**config.mk**
```make
export PLATFORM = sky130hd
export DESIGN_NAME = serial_pe_seq_flat
export DESIGN_NICKNAME = d
export VERILOG_FILES = /design/src/rtl/serial_pe_seq_if.sv /design/src/rtl/serial_pe_seq.sv /design/src/flat_wrapper.sv
export SDC_FILE = /design/constraint.sdc
export NUM_CORES = 1
export LEC_CHECK = 0
export BUFFER_PORTS_ARGS = -buffer_cell sky130_fd_sc_hd__buf_4
export CAP_MARGIN = 20
export CORE_MARGIN = 2
export CORE_UTILIZATION = 39
export DETAILED_ROUTE_END_ITERATION = 16
export GPL_TIMING_DRIVEN = 0
export PLACE_DENSITY = 0.66
export SYNTH_ARGS = -nofsm -noshare
export SYNTH_HDL_FRONTEND = slang
export SYNTH_SLANG_ARGS = --single-unit
export TNS_END_PERCENT = 30
```
**constraint.sdc**
```tcl
create_clock -name clk -period 2.3 [get_ports clk]
set_input_delay 0.46 -clock clk [delete_from_list [all_inputs] [get_ports clk]]
set_output_delay 0.46 -clock clk [all_outputs]
set_load 0.005 [all_outputs]
```
**src/rtl/serial_pe_seq_if.sv**
```systemverilog
// Bundles the controller, neuron/weight buffer, PE and result buffer signals of serial_pe_seq.
// The slave modport is the sequencer's view; the master modport is the surrounding system's view.
interface serial_pe_seq_if #(
  parameter int LEN_W   = 8,
  parameter int OUT_W   = 8,
  parameter int WADDR_W = 16
);
  logic               start;
  logic [LEN_W-1:0]   vec_len;
  logic [OUT_W-1:0]   out_num;
  logic               busy;
  logic               done;
  logic               nrn_rd;
  logic [LEN_W-1:0]   nrn_addr;
  logic [15:0]        nrn_data;
  logic               wgt_rd;
  logic [WADDR_W-1:0] wgt_addr;
  logic [15:0]        wgt_data;
  logic [15:0]        pe_neuron;
  logic [15:0]        pe_weight;
  logic [1:0]         pe_ctl;
  logic               pe_vld;
  logic [31:0]        pe_result;
  logic               pe_vld_o;
  logic               res_we;
  logic [OUT_W-1:0]   res_addr;
  logic [31:0]        res_data;

  modport slave (
    input  start, vec_len, out_num, nrn_data, wgt_data, pe_result, pe_vld_o,
    output busy, done, nrn_rd, nrn_addr, wgt_rd, wgt_addr,
           pe_neuron, pe_weight, pe_ctl, pe_vld, res_we, res_addr, res_data
  );

  modport master (
    output start, vec_len, out_num, nrn_data, wgt_data, pe_result, pe_vld_o,
    input  busy, done, nrn_rd, nrn_addr, wgt_rd, wgt_addr,
           pe_neuron, pe_weight, pe_ctl, pe_vld, res_we, res_addr, res_data
  );
endinterface

```
**src/rtl/serial_pe_seq.sv**
```systemverilog
// Streams a neuron vector and out_num weight rows into one serial PE and writes each dot product out.
// Build macro SERIAL_PE_SEQ_RELU_EN clamps negative results to zero at write-back.
module serial_pe_seq #(
  parameter int LEN_W   = 8,
  parameter int OUT_W   = 8,
  parameter int WADDR_W = 16
) (
  input  logic           clk,
  input  logic           rst_n,
  serial_pe_seq_if.slave sif
);
  typedef enum logic [1:0] {S_IDLE, S_LOAD, S_WAIT, S_FIN} state_t;

  state_t             r_state;
  state_t             w_state_nxt;
  logic [LEN_W-1:0]   r_len;
  logic [LEN_W-1:0]   r_k;
  logic [OUT_W-1:0]   r_out_num;
  logic [OUT_W-1:0]   r_o;
  logic [WADDR_W-1:0] r_wptr;
  logic               r_pe_vld;
  logic [1:0]         r_pe_ctl;
  logic               r_res_we;
  logic [OUT_W-1:0]   r_res_addr;
  logic [31:0]        r_res_data;
  logic               w_accept;
  logic               w_capture;
  logic               w_load;
  logic               w_k_last;
  logic               w_o_last;
  logic [31:0]        w_res_val;

  assign w_load   = (r_state == S_LOAD);
  assign w_k_last = (r_k == r_len - LEN_W'(1));
  assign w_o_last = (r_o == r_out_num - OUT_W'(1));

`ifdef SERIAL_PE_SEQ_RELU_EN
  assign w_res_val = sif.pe_result[31] ? 32'h0 : sif.pe_result;
`else
  assign w_res_val = sif.pe_result;
`endif

  // NOTE: state and counters are flops, so they take non-blocking assignments only.
  always_ff @(posedge clk or negedge rst_n) begin
    if (!rst_n) r_state <= S_IDLE;
    else        r_state <= w_state_nxt;
  end

  // NOTE: every comb output gets a default first, so no path can infer a latch.
  always_comb begin
    w_state_nxt = r_state;
    w_accept    = 1'b0;
    w_capture   = 1'b0;
    case (r_state)
      S_IDLE: begin
        if (sif.start) begin
          w_accept    = 1'b1;
          w_state_nxt = (sif.vec_len == '0 || sif.out_num == '0) ? S_FIN : S_LOAD;
        end
      end
      S_LOAD: begin
        if (w_k_last) w_state_nxt = S_WAIT;
      end
      S_WAIT: begin
        // After the last capture we linger one cycle so done trails the final res_we.
        if (r_res_we) begin
          w_state_nxt = S_FIN;
        end else if (sif.pe_vld_o) begin
          w_capture   = 1'b1;
          w_state_nxt = w_o_last ? S_WAIT : S_LOAD;
        end
      end
      S_FIN:   w_state_nxt = S_IDLE;
      default: w_state_nxt = S_IDLE;
    endcase
  end

  // NOTE: only control/datapath flops are reset here; the buffers themselves live outside.
  always_ff @(posedge clk or negedge rst_n) begin
    if (!rst_n) begin
      r_len      <= '0;
      r_out_num  <= '0;
      r_k        <= '0;
      r_o        <= '0;
      r_wptr     <= '0;
      r_pe_vld   <= 1'b0;
      r_pe_ctl   <= 2'b00;
      r_res_we   <= 1'b0;
      r_res_addr <= '0;
      r_res_data <= '0;
    end else begin
      if (w_accept) begin
        r_len     <= sif.vec_len;
        r_out_num <= sif.out_num;
        r_k       <= '0;
        r_o       <= '0;
        r_wptr    <= '0;
      end else if (w_load) begin
        r_k    <= w_k_last ? '0 : r_k + LEN_W'(1);
        r_wptr <= r_wptr + WADDR_W'(1);
      end
      // PE framing is delayed one cycle so it coincides with the buffers' read data.
      r_pe_vld <= w_load;
      r_pe_ctl <= w_load ? {w_k_last, (r_k == '0)} : 2'b00;
      r_res_we <= w_capture;
      if (w_capture) begin
        r_res_addr <= r_o;
        r_res_data <= w_res_val;
        if (!w_o_last) r_o <= r_o + OUT_W'(1);
      end
    end
  end

  assign sif.busy      = (r_state != S_IDLE);
  assign sif.done      = (r_state == S_FIN);
  assign sif.nrn_rd    = w_load;
  assign sif.nrn_addr  = w_load ? r_k : '0;
  assign sif.wgt_rd    = w_load;
  assign sif.wgt_addr  = w_load ? r_wptr : '0;
  assign sif.pe_vld    = r_pe_vld;
  assign sif.pe_ctl    = r_pe_ctl;
  assign sif.pe_neuron = r_pe_vld ? sif.nrn_data : 16'h0;
  assign sif.pe_weight = r_pe_vld ? sif.wgt_data : 16'h0;
  assign sif.res_we    = r_res_we;
  assign sif.res_addr  = r_res_addr;
  assign sif.res_data  = r_res_data;
endmodule

```
**src/flat_wrapper.sv**
```systemverilog
// flat-port wrapper written by rule: the top's interface ports become plain ports
module serial_pe_seq_flat 
#(
  parameter int LEN_W   = 8,
  parameter int OUT_W   = 8,
  parameter int WADDR_W = 16
)
  (clk, rst_n, sif_start, sif_vec_len, sif_out_num, sif_nrn_data, sif_wgt_data, sif_pe_result, sif_pe_vld_o, sif_busy, sif_done, sif_nrn_rd, sif_nrn_addr, sif_wgt_rd, sif_wgt_addr, sif_pe_neuron, sif_pe_weight, sif_pe_ctl, sif_pe_vld, sif_res_we, sif_res_addr, sif_res_data);
  serial_pe_seq_if #(.LEN_W(LEN_W), .OUT_W(OUT_W), .WADDR_W(WADDR_W)) sif_i ();
  input  logic clk;
  input  logic rst_n;
  input wire logic [$bits(sif_i.start)-1:0] sif_start;
  input wire logic [$bits(sif_i.vec_len)-1:0] sif_vec_len;
  input wire logic [$bits(sif_i.out_num)-1:0] sif_out_num;
  input wire logic [$bits(sif_i.nrn_data)-1:0] sif_nrn_data;
  input wire logic [$bits(sif_i.wgt_data)-1:0] sif_wgt_data;
  input wire logic [$bits(sif_i.pe_result)-1:0] sif_pe_result;
  input wire logic [$bits(sif_i.pe_vld_o)-1:0] sif_pe_vld_o;
  output wire logic [$bits(sif_i.busy)-1:0] sif_busy;
  output wire logic [$bits(sif_i.done)-1:0] sif_done;
  output wire logic [$bits(sif_i.nrn_rd)-1:0] sif_nrn_rd;
  output wire logic [$bits(sif_i.nrn_addr)-1:0] sif_nrn_addr;
  output wire logic [$bits(sif_i.wgt_rd)-1:0] sif_wgt_rd;
  output wire logic [$bits(sif_i.wgt_addr)-1:0] sif_wgt_addr;
  output wire logic [$bits(sif_i.pe_neuron)-1:0] sif_pe_neuron;
  output wire logic [$bits(sif_i.pe_weight)-1:0] sif_pe_weight;
  output wire logic [$bits(sif_i.pe_ctl)-1:0] sif_pe_ctl;
  output wire logic [$bits(sif_i.pe_vld)-1:0] sif_pe_vld;
  output wire logic [$bits(sif_i.res_we)-1:0] sif_res_we;
  output wire logic [$bits(sif_i.res_addr)-1:0] sif_res_addr;
  output wire logic [$bits(sif_i.res_data)-1:0] sif_res_data;
  assign sif_i.start = sif_start;
  assign sif_i.vec_len = sif_vec_len;
  assign sif_i.out_num = sif_out_num;
  assign sif_i.nrn_data = sif_nrn_data;
  assign sif_i.wgt_data = sif_wgt_data;
  assign sif_i.pe_result = sif_pe_result;
  assign sif_i.pe_vld_o = sif_pe_vld_o;
  assign sif_busy = sif_i.busy;
  assign sif_done = sif_i.done;
  assign sif_nrn_rd = sif_i.nrn_rd;
  assign sif_nrn_addr = sif_i.nrn_addr;
  assign sif_wgt_rd = sif_i.wgt_rd;
  assign sif_wgt_addr = sif_i.wgt_addr;
  assign sif_pe_neuron = sif_i.pe_neuron;
  assign sif_pe_weight = sif_i.pe_weight;
  assign sif_pe_ctl = sif_i.pe_ctl;
  assign sif_pe_vld = sif_i.pe_vld;
  assign sif_res_we = sif_i.res_we;
  assign sif_res_addr = sif_i.res_addr;
  assign sif_res_data = sif_i.res_data;
  serial_pe_seq #(.LEN_W(LEN_W), .OUT_W(OUT_W), .WADDR_W(WADDR_W)) u_core (.clk(clk), .rst_n(rst_n), .sif(sif_i));
endmodule
```
### Yosys cells after proc, flatten, opt, wreduce, memory -nomap -nowiden

Index checks and enable logic that the tools add are counted.

* bits in registers: 94
* input port bits: 84
* output and inout bits: 104
* logic and storage cells: 57

* add/subtract/negate cells: 5
* eq/ne operators: 8
* multiplexer cells: 25
* reductions and logical operators: 8

Operator list (count)
* two-way mux 16 bit: 5
* two-way mux 8 bit: 7
* zero test 8 bit: 3
* adder 16 x 1 -> 16 bit, second input constant: 1
* adder 8 x 1 -> 8 bit, second input constant: 2
* == test 8 bit: 2
* subtractor 8 x 1 -> 8 bit, second input constant: 2
* two-way mux 2 bit: 7
* case mux 2 bit (4 select lines): 1
* two-way mux 1 bit: 5
* == test 2 bit, second input constant: 2
* inequality test 2 bit, second input constant: 2
* nonzero test 2 bit: 2
* inequality test 3 x 2 -> 1 bit, second input constant: 1
* AND reduction 3 bit: 1
* == test 2 x 1 -> 1 bit, second input constant: 1
* zero test 2 bit: 1
* logical OR 1 bit: 1

### Logic depth before layout (Yosys ltp)

Gate-level depths: netlist of run 1.

* word-level depth: 6
* depth in mapped cells: 9
* gate-level depth less buffers: 9

### Least setup slack after synthesis of run 1

No wires, ideal clock.

* path kind: reg2reg
* start point: register u_core.r_out_num[0]
* end point: register u_core.r_o[6]
* library setup time: 82 ps
* arrival time: 1959 ps
* required time: 2218 ps
* setup slack: 258 ps
* stages on the path, launching flop included: 10
* buffers on the path: 0
* period minus slack after synthesis: 2042 ps
* cell sequence: dfrtp_1 inv_1 ha_1 xor2_1 a21oi_1 a41oi_1 nor4_4 a21boi_4 or2_4 o22ai_1

* word-level cells in the longest chain between the ends: 4

RTL lines
* start, declared: RTL line serial_pe_seq.sv:18 `logic [OUT_W-1:0] r_out_num;`
* start signal, assigned: RTL line serial_pe_seq.sv:94 `r_out_num <= sif.out_num;`
* subtractor 8 x 1 -> 8 bit: RTL line serial_pe_seq.sv:35 `assign w_o_last = (r_o == r_out_num - OUT_W'(1));`
* == test 8 bit: RTL line serial_pe_seq.sv:35
* two-way mux 8 bit: RTL line serial_pe_seq.sv:109 `if (!w_o_last) r_o <= r_o + OUT_W'(1);`
* two-way mux 8 bit: RTL line serial_pe_seq.sv:106 `if (w_capture) begin`
* end signal, assigned: RTL line serial_pe_seq.sv:109
* end, declared: RTL line serial_pe_seq.sv:19 `logic [OUT_W-1:0] r_o;`

Every way passes these cells.
A chain may end at the register's enable or synchronous reset.

### Worst setup path after layout of run 1

Ends and elaborated chain as after synthesis.

==> results of run 1 <==
[power by group through the flow]
| stage | combinational [uW] | clock [uW] | sequential [uW] |
|---|---|---|---|
| 2_1_floorplan | 28.7 | 0 | 1680 |
| 3_3_place_gp | 216 | 0 | 1680 |
| 3_5_place_dp | 226 | 0 | 1680 |
| 4_1_cts | 226 | 1650 | 1650 |
| 5_1_grt | 244 | 1720 | 1650 |
| 6_report | 221 | 1610 | 1650 |
[worst paths after layout]
kind                                                       end  slack [ns]                             from  cells after the start
min reg2reg                      u_core.r_wptr[15]$_DFFE_PN0P_        0.47    u_core.r_wptr[15]$_DFFE_PN0P_                      1
max in group asynchronous          u_core.r_len[0]$_DFFE_PN0P_        1.51                            rst_n                      2
min in group clk               u_core.r_out_num[7]$_DFFE_PN0P_        0.32                   sif_out_num[7]                      3
min                        u_core.sif.res_data[16]$_DFFE_PN0P_        0.14                            rst_n                      1
max reg2reg                            u_core.r_o[6]$_DFF_PN0_        0.10  u_core.r_out_num[0]$_DFFE_PN0P_                      9
max                                    u_core.r_o[6]$_DFF_PN0_        0.10  u_core.r_out_num[0]$_DFFE_PN0P_                      9
[Yosys cell counts, types with 2 or more instances]
cell and count:
nor4_4 2, and2_1 57, nand4_1 3, clkbuf_1 19
or2_2 2, nand3b_1 2, dfrtp_1 94, a21oi_1 10
nand2_1 75, a32o_1 2, o21ai_1 4, o31ai_1 3
mux2i_1 6, nand3_1 15, o211ai_1 3, and3_1 9
mux2_2 41, o21bai_1 2, xor2_1 6, nor2b_1 5
a211o_1 2, nor4_1 7, or3_1 2, and4_1 2
nor2_1 22, o21ai_0 27, nor3_1 11, a22o_1 2
a31oi_1 3, xnor2_1 15, inv_1 14, or2_4 2
buf_2 5, ha_1 6, nand2b_1 5
[logic make-up (layout without fill, tap and decap cells)]
| family | after synthesis | in the layout |
|---|---|---|
| compound gates | 67 | 67 |
| mux | 47 | 47 |
| flops | 94 | 94 |
| fa+ha+maj | 6 | 6 |
| xor+xnor | 21 | 21 |
| buf+inv | 39 | 245 |
| simple gates | 224 | 224 |
[sequential cells by signal (all words and copies together) (netlist names)]
signal	count
u_core.sif.res_addr	8
u_core.sif.pe_ctl	2
u_core.sif.res_data	32
u_core.r_o	8
u_core.sif.pe_vld	1
u_core.r_state	2
u_core.r_k	8
u_core.sif.res_we	1
u_core.r_out_num	8
u_core.r_wptr	16
u_core.r_len	8
[through the flow]
step                      util [%]  cell area [um2]  power, uW
after floorplan                  -             4891       1713
after global routing         57.16             6923       3613
after global placement       53.71             6505       1900
after CTS                    56.66             6863       3528
after detailed placement     53.94             6533       1910
final                        57.16             6923       3484
[timing repair]
item                       in CTS  in global routing
hold endpoints to repair        0                  0
setup endpoints to repair      13                 68
pin swaps                       1                  3
buffers inserted                0                  2
resized for setup               2                 18
cloned                          0                  0
[final cells by class]
cell class | instances | area, um2 | area share (%)
Inverter | 14 | 52.55 | 0.7591
Clock inverter | 5 | 82.58 | 1.193
Buffer | 25 | 111.4 | 1.609
Multi-Input combinational cell | 365 | 2422 | 34.99
Clock buffer | 11 | 242.7 | 3.506
Sequential cell | 94 | 2355 | 34.01
Timing Repair Buffer | 190 | 1446 | 20.89
Tap cell | 168 | 210.2 | 3.036
[layer usage]
layer  GRT usage (%)  share of wire [%]
met5               0                  0
met2           34.81                 52
met4           5.079                1.1
met1           21.31                 39
met3           5.387                8.7
[worst max-delay path, delay by kind of cell (launching register included)]
| family | cells | cell delay [ns] |
|---|---|---|
| XOR/XNOR | 1 | 0.11 |
| adder cells (fa/ha/maj) | 1 | 0.26 |
| AO/OA/AOI/OAI | 4 | 0.62 |
| buffers and inverters | 1 | 0.09 |
| AND/OR/NAND/NOR | 2 | 0.60 |
| flip-flops | 1 | 0.45 |
==> flow_summary.yaml, run 1 <==
detailed_routing:
  drt_first_pass_iters: 4
  drt_iter0_drc: 125
  post_drt_via_cell_ratio: 5.026
  vias: 4383
  wirelength_um: 12830
  antenna_left: 0
  wire_per_inst_um: 14.71
  drc: 0
critical_path:
  worstPathMaxFanout: 9
  crit_chain: "inv_1 > ha_2 > xor2_1 > a21oi_1 > a41oi_2 > nor4_4 > a21boi_4 > or2_4 > o22ai_1"
  cpPeakStageDelay_ns: 0.45
  path_class: "register to register"
  cp-start-kind: "register"
  slowest_stage: "dfrtp_2"
  worst_setup_path_end_kind: "register"
  critical_path_required_ns: 2.56
  crit_arrival_ns: 2.45
power_and_ir_drop:
  p_switching_uw: 706.8
  power_density_mw_per_mm2: 503.3
  p_clk_share_pct: 46.2
  p_seq_share_pct: 47.4
  ir_drop_v: 0.0003365
  p_sw_share_pct: 20.29
  intPower_uw: 2777
  leakage_uw: 0.003451
  comb_power_share_pct: 6.3
global_route:
  grt-ovfl-total: 0
  grt_pass1_vias: 4264
  grt_start_max_net_pins: 49
  track_usage_pct: 18.86
  antenna_found_initial: 0
  grt_pass1_wl_um: 19930
yosys:
  muxShareOfSynthArea_pct: 10.67
  yosys_warnings: 0
  synth_top_cell_by_area: "dfrtp_1"
  synth_top_area_share_pct: 48.09
  async_reset_ff_share_pct: 100.0
  yosys_most_used_dff: "dfrtp_1"
  synthCells: 498
  synth_cell_types: 48
  synth-simple-area-share_pct: 24.10
  syn_area_per_cell_um2: 9.821
  synth_xor_area_share_pct: 3.761
  synth_edf_count: 0
  ys_seq_elements: 94
  synth_seq_area_share_pct: 48.09
  synth_top_family_by_area: "simple AND/OR/NAND/NOR gates"
  synth.area.top_cells: "dfrtp_1 (48%), mux2_2 (9.4%), and2_1 (7.3%), nand2_1 (5.8%), o21ai_0 (2.8%)"
  syn_nets: 588
  synth_adder_area_share_pct: 1.535
  synthesis.area_mm2: 0.004891
  synth_compound_gate_area_share_pct: 8.647
clock_tree:
  h-tree-depth: 3
  clockBufferDepth: 2
  cts_made_buffers: 9
  root_buffer: "clkbuf_16"
  cts_tree: "built"
  cts.clk_slew.worst_paths_ns: 0.07
  clk_latency_ns: 0.34
  cts_hold_buf: 0
  clock_sinks: 94
timing:
  finalWorstSetupSlack_ns: 0.1034
  worstMarginPinSlew_ns: 0.6197
  hold_violations: 0
  rsz0062_at_grt: "yes"
  whs_ns: 0.1363
  slew_headroom_pct: 58.69
  maxSlewViolCount: 0
  fin_crit_sh_pct: 95.50
  tns_ns: 0
  layout_min_cycle_time_ns: 2.197
  setup-violations-final: 0
  fmax_mhz: 455.3
  finalClockSkew_ns: 0.005068
die:
  die_area_mm2: 0.01345
  rows: 40
  start_util_pct: 40.38
  placeableCoreArea_mm2: 0.01211
  die_w_um: 116.0
  chipHeight_um: 116.0
  io_pins: 188
placement:
  io_buffers: 187
  hpwl_um: 9741
  post-place-cells: 854
  place_ws_ns: -0.05241
  gp_congestion: 0.8279
run:
  drv_cap: 0
cells_and_area:
  fillers: 1066
  stdcell_count: 872
  drive_gt1_share_pct: 38.92
  mostFrequentLayoutCell: "buf_4"
  syn2layout_area_growth_pct: 41.55
  final_cell_mix: "buf_4 (190), dfrtp_1 (92), nand2_1 (75)"
  diodes: 0
  num-nets-final: 789
worst_hold_path:
  hold_class: "input port to async pin"
run_status:
  status: "completed"
(Power assumes the default switching activity.)
==> run 2: changes to the inputs <==
Settings changed: ABC_AREA from default to 1, CAP_MARGIN 20 to 40.
==> run 2 against run 1 <==
Clock power is 16% lower. Largest cell class is now flip-flops and latches. Combinational power grew to 17 times the previous value. Fmax is 1.5% higher. Largest power group is now combinational cells.
==> flow_summary.yaml, run 2 <==
critical_path:
  critical_path_required_ns: 1.84
  slowest_stage: "dfrtp_1"
  worstPathMaxFanout: 10
  worst_setup_path_end_kind: "output pin"
  crit_arrival_ns: 1.70
  path_class: "register to output pin"
  crit_chain: "inv_1 > nor2_4 > clkinvlp_4 > clkbuf_2 > nor2_1 > buf_4"
  cp-start-kind: "register"
  crit_buf_inv: 4
  cpPeakStageDelay_ns: 0.40
  cp_top_family: "buffers and inverters"
global_route:
  track_usage_pct: 19.46
  grt-ovfl-total: 0
  grt_pass1_wl_um: 20720
  antenna_found_initial: 0
  grt_start_max_net_pins: 60
  grt_pass1_vias: 4369
run:
  drv_cap: 0
detailed_routing:
  antenna_left: 0
  drt_first_pass_iters: 4
  wire_per_inst_um: 12.32
  drt_iter0_drc: 210
  drc: 0
  vias: 4757
  post_drt_via_cell_ratio: 4.518
  wirelength_um: 12970
timing:
  fin_crit_sh_pct: 94.13
  fmax_mhz: 461.9
  maxSlewViolCount: 0
  layout_min_cycle_time_ns: 2.165
  hold_violations: 0
  finalClockSkew_ns: 0.007821
  tns_ns: 0
  setup-violations-final: 0
  slew_headroom_pct: 48.66
  worstMarginPinSlew_ns: 0.7701
  finalWorstSetupSlack_ns: 0.1351
  rsz0062_at_grt: "no"
power_and_ir_drop:
  ir_drop_v: 0.0005032
  leakage_uw: 0.003827
  design_power_total_uw: 7901
  power_density_mw_per_mm2: 1151
clock_tree:
  clk_latency_ns: 0.34
  cts_made_buffers: 9
  cts.clk_slew.worst_paths_ns: 0.06
  h-tree-depth: 3
  clock_sinks: 94
  root_buffer: "clkbuf_16"
  cts_tree: "built"
  clockBufferDepth: 2
cells_and_area:
  final_cell_mix: "nand2_1 (239), buf_4 (191), inv_1 (103)"
  mostFrequentLayoutCell: "nand2_1"
  drive_gt1_share_pct: 25.09
  largest_reg_flops: 32
  final_core_util_pct: 55.07
  fillers: 1232
  diodes: 0
  stdcell_count: 1053
  multi_input_area_mm2: 0.002092
  syn2layout_area_growth_pct: 39.51
  num-nets-final: 967
  seqCellArea_mm2: 0.002352
run_status:
  status: "completed"
yosys:
  synth_edf_count: 0
  synth_common_cells: "nand2_1 (239), inv_1 (104), dfrtp_1 (94)"
  async_reset_ff_share_pct: 100.0
  synth_top_area_share_pct: 47.80
  syn_area_per_cell_um2: 7.280
  synthCells: 676
  synth.area.top_cells: "dfrtp_1 (48%), nand2_1 (18%), inv_1 (7.9%), o21ai_0 (4.6%), nor2_1 (4.4%)"
  yosysMostFrequentCell: "nand2_1"
  yosys_most_used_dff: "dfrtp_1"
  yosys_warnings: 0
  synthesis.area_mm2: 0.004921
  synth_cell_types: 24
  ys_seq_elements: 94
  synth_seq_area_share_pct: 47.80
  synth_top_cell_by_area: "dfrtp_1"
  syn_nets: 766
die:
  start_util_pct: 39.48
  die_w_um: 116.3
  rows: 41
  io_pins: 188
  die_area_mm2: 0.01353
  placeableCoreArea_mm2: 0.01247
  chipHeight_um: 116.3
placement:
  hpwl_um: 10010
  place_ws_ns: 0.06682
  io_buffers: 187
  post-place-cells: 1036
  gp_congestion: 0.8201
worst_hold_path:
  hold_class: "input port to async pin"
[run 2: cell type report]
type,instances,share of cell area (%)
Tap cell,172,3.135
Multi-Input combinational cell,454,30.47
Sequential cell,94,34.26
Inverter,106,5.850
Clock inverter,4,0.3463
Buffer,21,1.330
Timing Repair Buffer,191,21.07
Clock buffer,11,3.536
[run 2: layer usage]
metal	vias to the layer above	part of all wire (%)	global-route usage (%)
met3	13	9.9	6.435
met1	2096	45	25.67
li1	2476	-	-
met2	172	44	30.08
met5	-	0	0
met4	0	1.7	7.063
[run 2: through the flow]
| stage | hold WS, ns | area [um2] |
|---|---|---|
| final | 0.1862 | 6865 |
| after global routing | 0.2777 | 6865 |
| after CTS | 0.2209 | 6829 |
| after detailed placement | 0.4596 | 6560 |
| after global placement | 0.4557 | 6540 |
| after floorplan | 0.1644 | 4921 |
[run 2: logic make-up after synthesis]
logic type	count (synthesis)	share of synthesized area [%]
DFF	94	47.80
adders and majority gates	6	1.526
xor gates and xnor gates	23	4.094
and+or+nand+nor	354	28.99
AOI/OAI and AO/OA	71	7.653
buffers and inverters	128	9.942
[run 2: final timing paths]
check / startpoint / end / slack (ns) / cells past startpoint
max in group asynchronous: rst_n / u_core.sif.res_data[23]$_DFFE_PN0P_ / 1.45 / 2
worst min register to register: u_core.sif.res_data[23]$_DFFE_PN0P_ / u_core.sif.res_data[23]$_DFFE_PN0P_ / 0.47 / 2
worst max register to register: u_core.r_out_num[0]$_DFFE_PN0P_ / u_core.r_o[1]$_DFF_PN0_ / 0.22 / 12
worst min-delay path: rst_n / u_core.r_len[5]$_DFFE_PN0P_ / 0.19 / 1
min in group clk: sif_pe_result[17] / u_core.sif.res_data[17]$_DFFE_PN0P_ / 0.31 / 3
worst max-delay path: u_core.r_state[0]$_DFFE_PN0P_ / sif_wgt_addr[11] / 0.14 / 6
[run 2: worst reg2reg max path, cell delays in order, from the launching register on]
cell and delay, ns:
dfrtp_1 0.42, inv_1 0.15, ha_1 0.26, nand2_1 0.10
nor2_1 0.11, nand3_1 0.07, nand2_1 0.06, nand3_1 0.07
nor2_1 0.09, nand2_1 0.18, nand2_4 0.17, nand2_1 0.14
o21ai_0 0.18
[run 2: repair_timing]
| action | in CTS | in global routing |
|---|---|---|
| endpoints found under the setup margin | 22 | 21 |
| cloned | 0 | 0 |
| buffers inserted | 0 | 3 |
| resized for setup | 4 | 3 |
| hold buffers | 0 | 0 |
[run 2: where the power goes]
group          switching [uW]  total [uW]  internal (uW)
Clock                     609        1360            753
Sequential                491        2770           2280
Combinational            2020        3770           1750
==> run 3: changes to the inputs <==
Settings changed: CORE_UTILIZATION 39 to 47, PLACE_DENSITY 0.66 to 0.77.
==> run 3 against run 2 <==
Hold slack got worse by 0.14 ns. Power decreased by 3.7%. Flip-flop and latch count is the same. Die area down 16%. First-iteration DRC count increased by 31%.
==> flow_summary.yaml, run 3 (synthesis results as in run 2) <==
run_status:
  status: "completed"
timing:
  slew_headroom_pct: 64.89
  finalClockSkew_ns: 0.006958
  fin_crit_sh_pct: 94.38
  layout_min_cycle_time_ns: 2.171
  maxSlewViolCount: 0
  setup-violations-final: 0
  worstMarginPinSlew_ns: 0.5250
  fmax_mhz: 460.7
  hold_violations: 0
  tns_ns: 0
power_and_ir_drop:
  leakage_uw: 0.003779
  p_switching_uw: 3116
  p_sw_share_pct: 40.95
  ir_drop_v: 0.0005341
  p_seq_share_pct: 36.4
  intPower_uw: 4492
  p_clk_share_pct: 14.3
  power_density_mw_per_mm2: 1131
  design_power_total_uw: 7608
  comb_power_share_pct: 49.3
cells_and_area:
  fillers: 880
  largest_reg_flops: 32
  fin_area_mm2: 0.006728
  num-nets-final: 964
  mostFrequentLayoutCell: "nand2_1"
  drive_gt1_share_pct: 25.06
  diodes: 0
  syn2layout_area_growth_pct: 36.71
  final_cell_mix: "nand2_1 (237), buf_4 (188), inv_1 (103)"
  final_core_util_pct: 65.76
critical_path:
  worst_setup_path_end_kind: "output pin"
  critical_path.endpoint: "sif_nrn_addr[4]"
  worstPathMaxFanout: 14
  crit_start: "u_core.r_state[0]$_DFFE_PN0P_"
  rr_worst_depth: 11
  reg2reg_slack_ns: 0.31
  path_class: "register to output pin"
  cp-start-kind: "register"
  critical_path_required_ns: 1.84
  crit_arrival_ns: 1.71
  r2r_end: "u_core.r_k[2]$_DFFE_PN0P_"
  rr_startpoint: "u_core.r_len[0]$_DFFE_PN0P_"
detailed_routing:
  antenna_left: 0
  drt_iter0_drc: 275
  wirelength_um: 13160
  drc: 0
  drt_first_pass_iters: 5
  vias: 4988
  post_drt_via_cell_ratio: 4.919
  wire_per_inst_um: 12.97
die:
  start_util_pct: 48.10
  die_area_mm2: 0.01131
  rows: 37
  chipHeight_um: 106.3
  placeableCoreArea_mm2: 0.01023
  die_w_um: 106.3
  io_pins: 188
clock_tree:
  clockBufferDepth: 2
  h-tree-depth: 3
  cts.clk_slew.worst_paths_ns: 0.09
  clk_latency_ns: 0.36
  clock_sinks: 94
  cts_tree: "built"
  root_buffer: "clkbuf_8"
  postCtsSetupBuffers: 0
  cts_made_buffers: 9
placement:
  place_area_mm2: 0.006523
  io_buffers: 187
  hpwl_um: 10300
  gp_congestion: 0.8592
global_route:
  grt-ovfl-total: 0
  track_usage_pct: 23.61
  antenna_found_initial: 0
  grt_pass1_vias: 4729
  grt_pass1_wl_um: 21600
  grt_start_max_net_pins: 65
run:
  drv_cap: 0
worst_hold_path:
  hold_class: "input port to async pin"
[run 3: changes by cell type in the layout (fill, tap and decap cells not counted), sizes merged]
cell	previous run	this run
clkinv	4	2
clkbuf	27	26
buf	196	193
inv	105	107
bufinv	0	1
[run 3: final cells by class]
type                            instances  area [um2]  share of cell area, %
Sequential cell                        94        2352                  34.96
Clock buffer                           10       127.6                  1.897
Tap cell                              136       170.2                  2.529
Timing Repair Buffer                  188        1431                  21.28
Buffer                                 21       91.34                  1.358
Clock inverter                          5       60.06                 0.8927
Inverter                              106       397.9                  5.914
Multi-Input combinational cell        454        2097                  31.17
[run 3: worst min path at each step]
stage,endpoint,slack (ns),cells after the start,from
global route,u_core.sif.res_addr[2]$_DFFE_PN0P_,0.06,1,rst_n
CTS,u_core.sif.res_addr[2]$_DFFE_PN0P_,0.05,1,rst_n
finish,u_core.r_len[3]$_DFFE_PN0P_,0.04,1,rst_n
floorplan,u_core.r_k[0]$_DFFE_PN0P_,0.16,0,rst_n
detailed placement,u_core.r_len[4]$_DFFE_PN0P_,0.44,1,rst_n
global placement,u_core.sif.res_data[29]$_DFFE_PN0P_,0.46,2,u_core.sif.res_data[29]$_DFFE_PN0P_
[run 3: timing repair]
item | in CTS | in global routing
endpoints found under the setup margin | 25 | 28
hold endpoints to repair | 0 | 0
gates resized for setup | 5 | 4
hold buffers | 0 | 0
[run 3: worst max-delay path, stage by stage (launching register included)]
cell and delay [ns]:
dfrtp_1 0.42, inv_1 0.10, nor2_4 0.17, inv_2 0.14, clkbuf_2 0.23, nor2_1 0.16, buf_4 0.13
[run 3: metrics by stage]
step	hold slack [ns]	setup WS, ns	cells
detailed placement	0.4397	0.007269	1000
global route	0.05727	-0.01578	1014
CTS	0.05229	0.05565	1014
global placement	0.4550	0.09659	999
floorplan	0.1644	0.5397	676
finish	0.04250	0.1292	1014
[run 3: routing by layer]
metal,part of all wire (%),global-route usage [%],vias up
li1,-,-,2467
met1,41,30.07,2303
met2,48,38.28,193
met3,8.8,6.867,25
met4,2.2,8.553,0
met5,0,0,-
[run 3: power by group through the flow]
stage | clock network [uW] | logic, uW | registers [uW]
after floorplan | 0 | 2090 | 2720
after CTS | 1100 | 3760 | 2760
final | 1090 | 3750 | 2770
after global placement | 0 | 3620 | 2760
after global routing | 1170 | 4260 | 2870
after detailed placement | 0 | 3750 | 2770
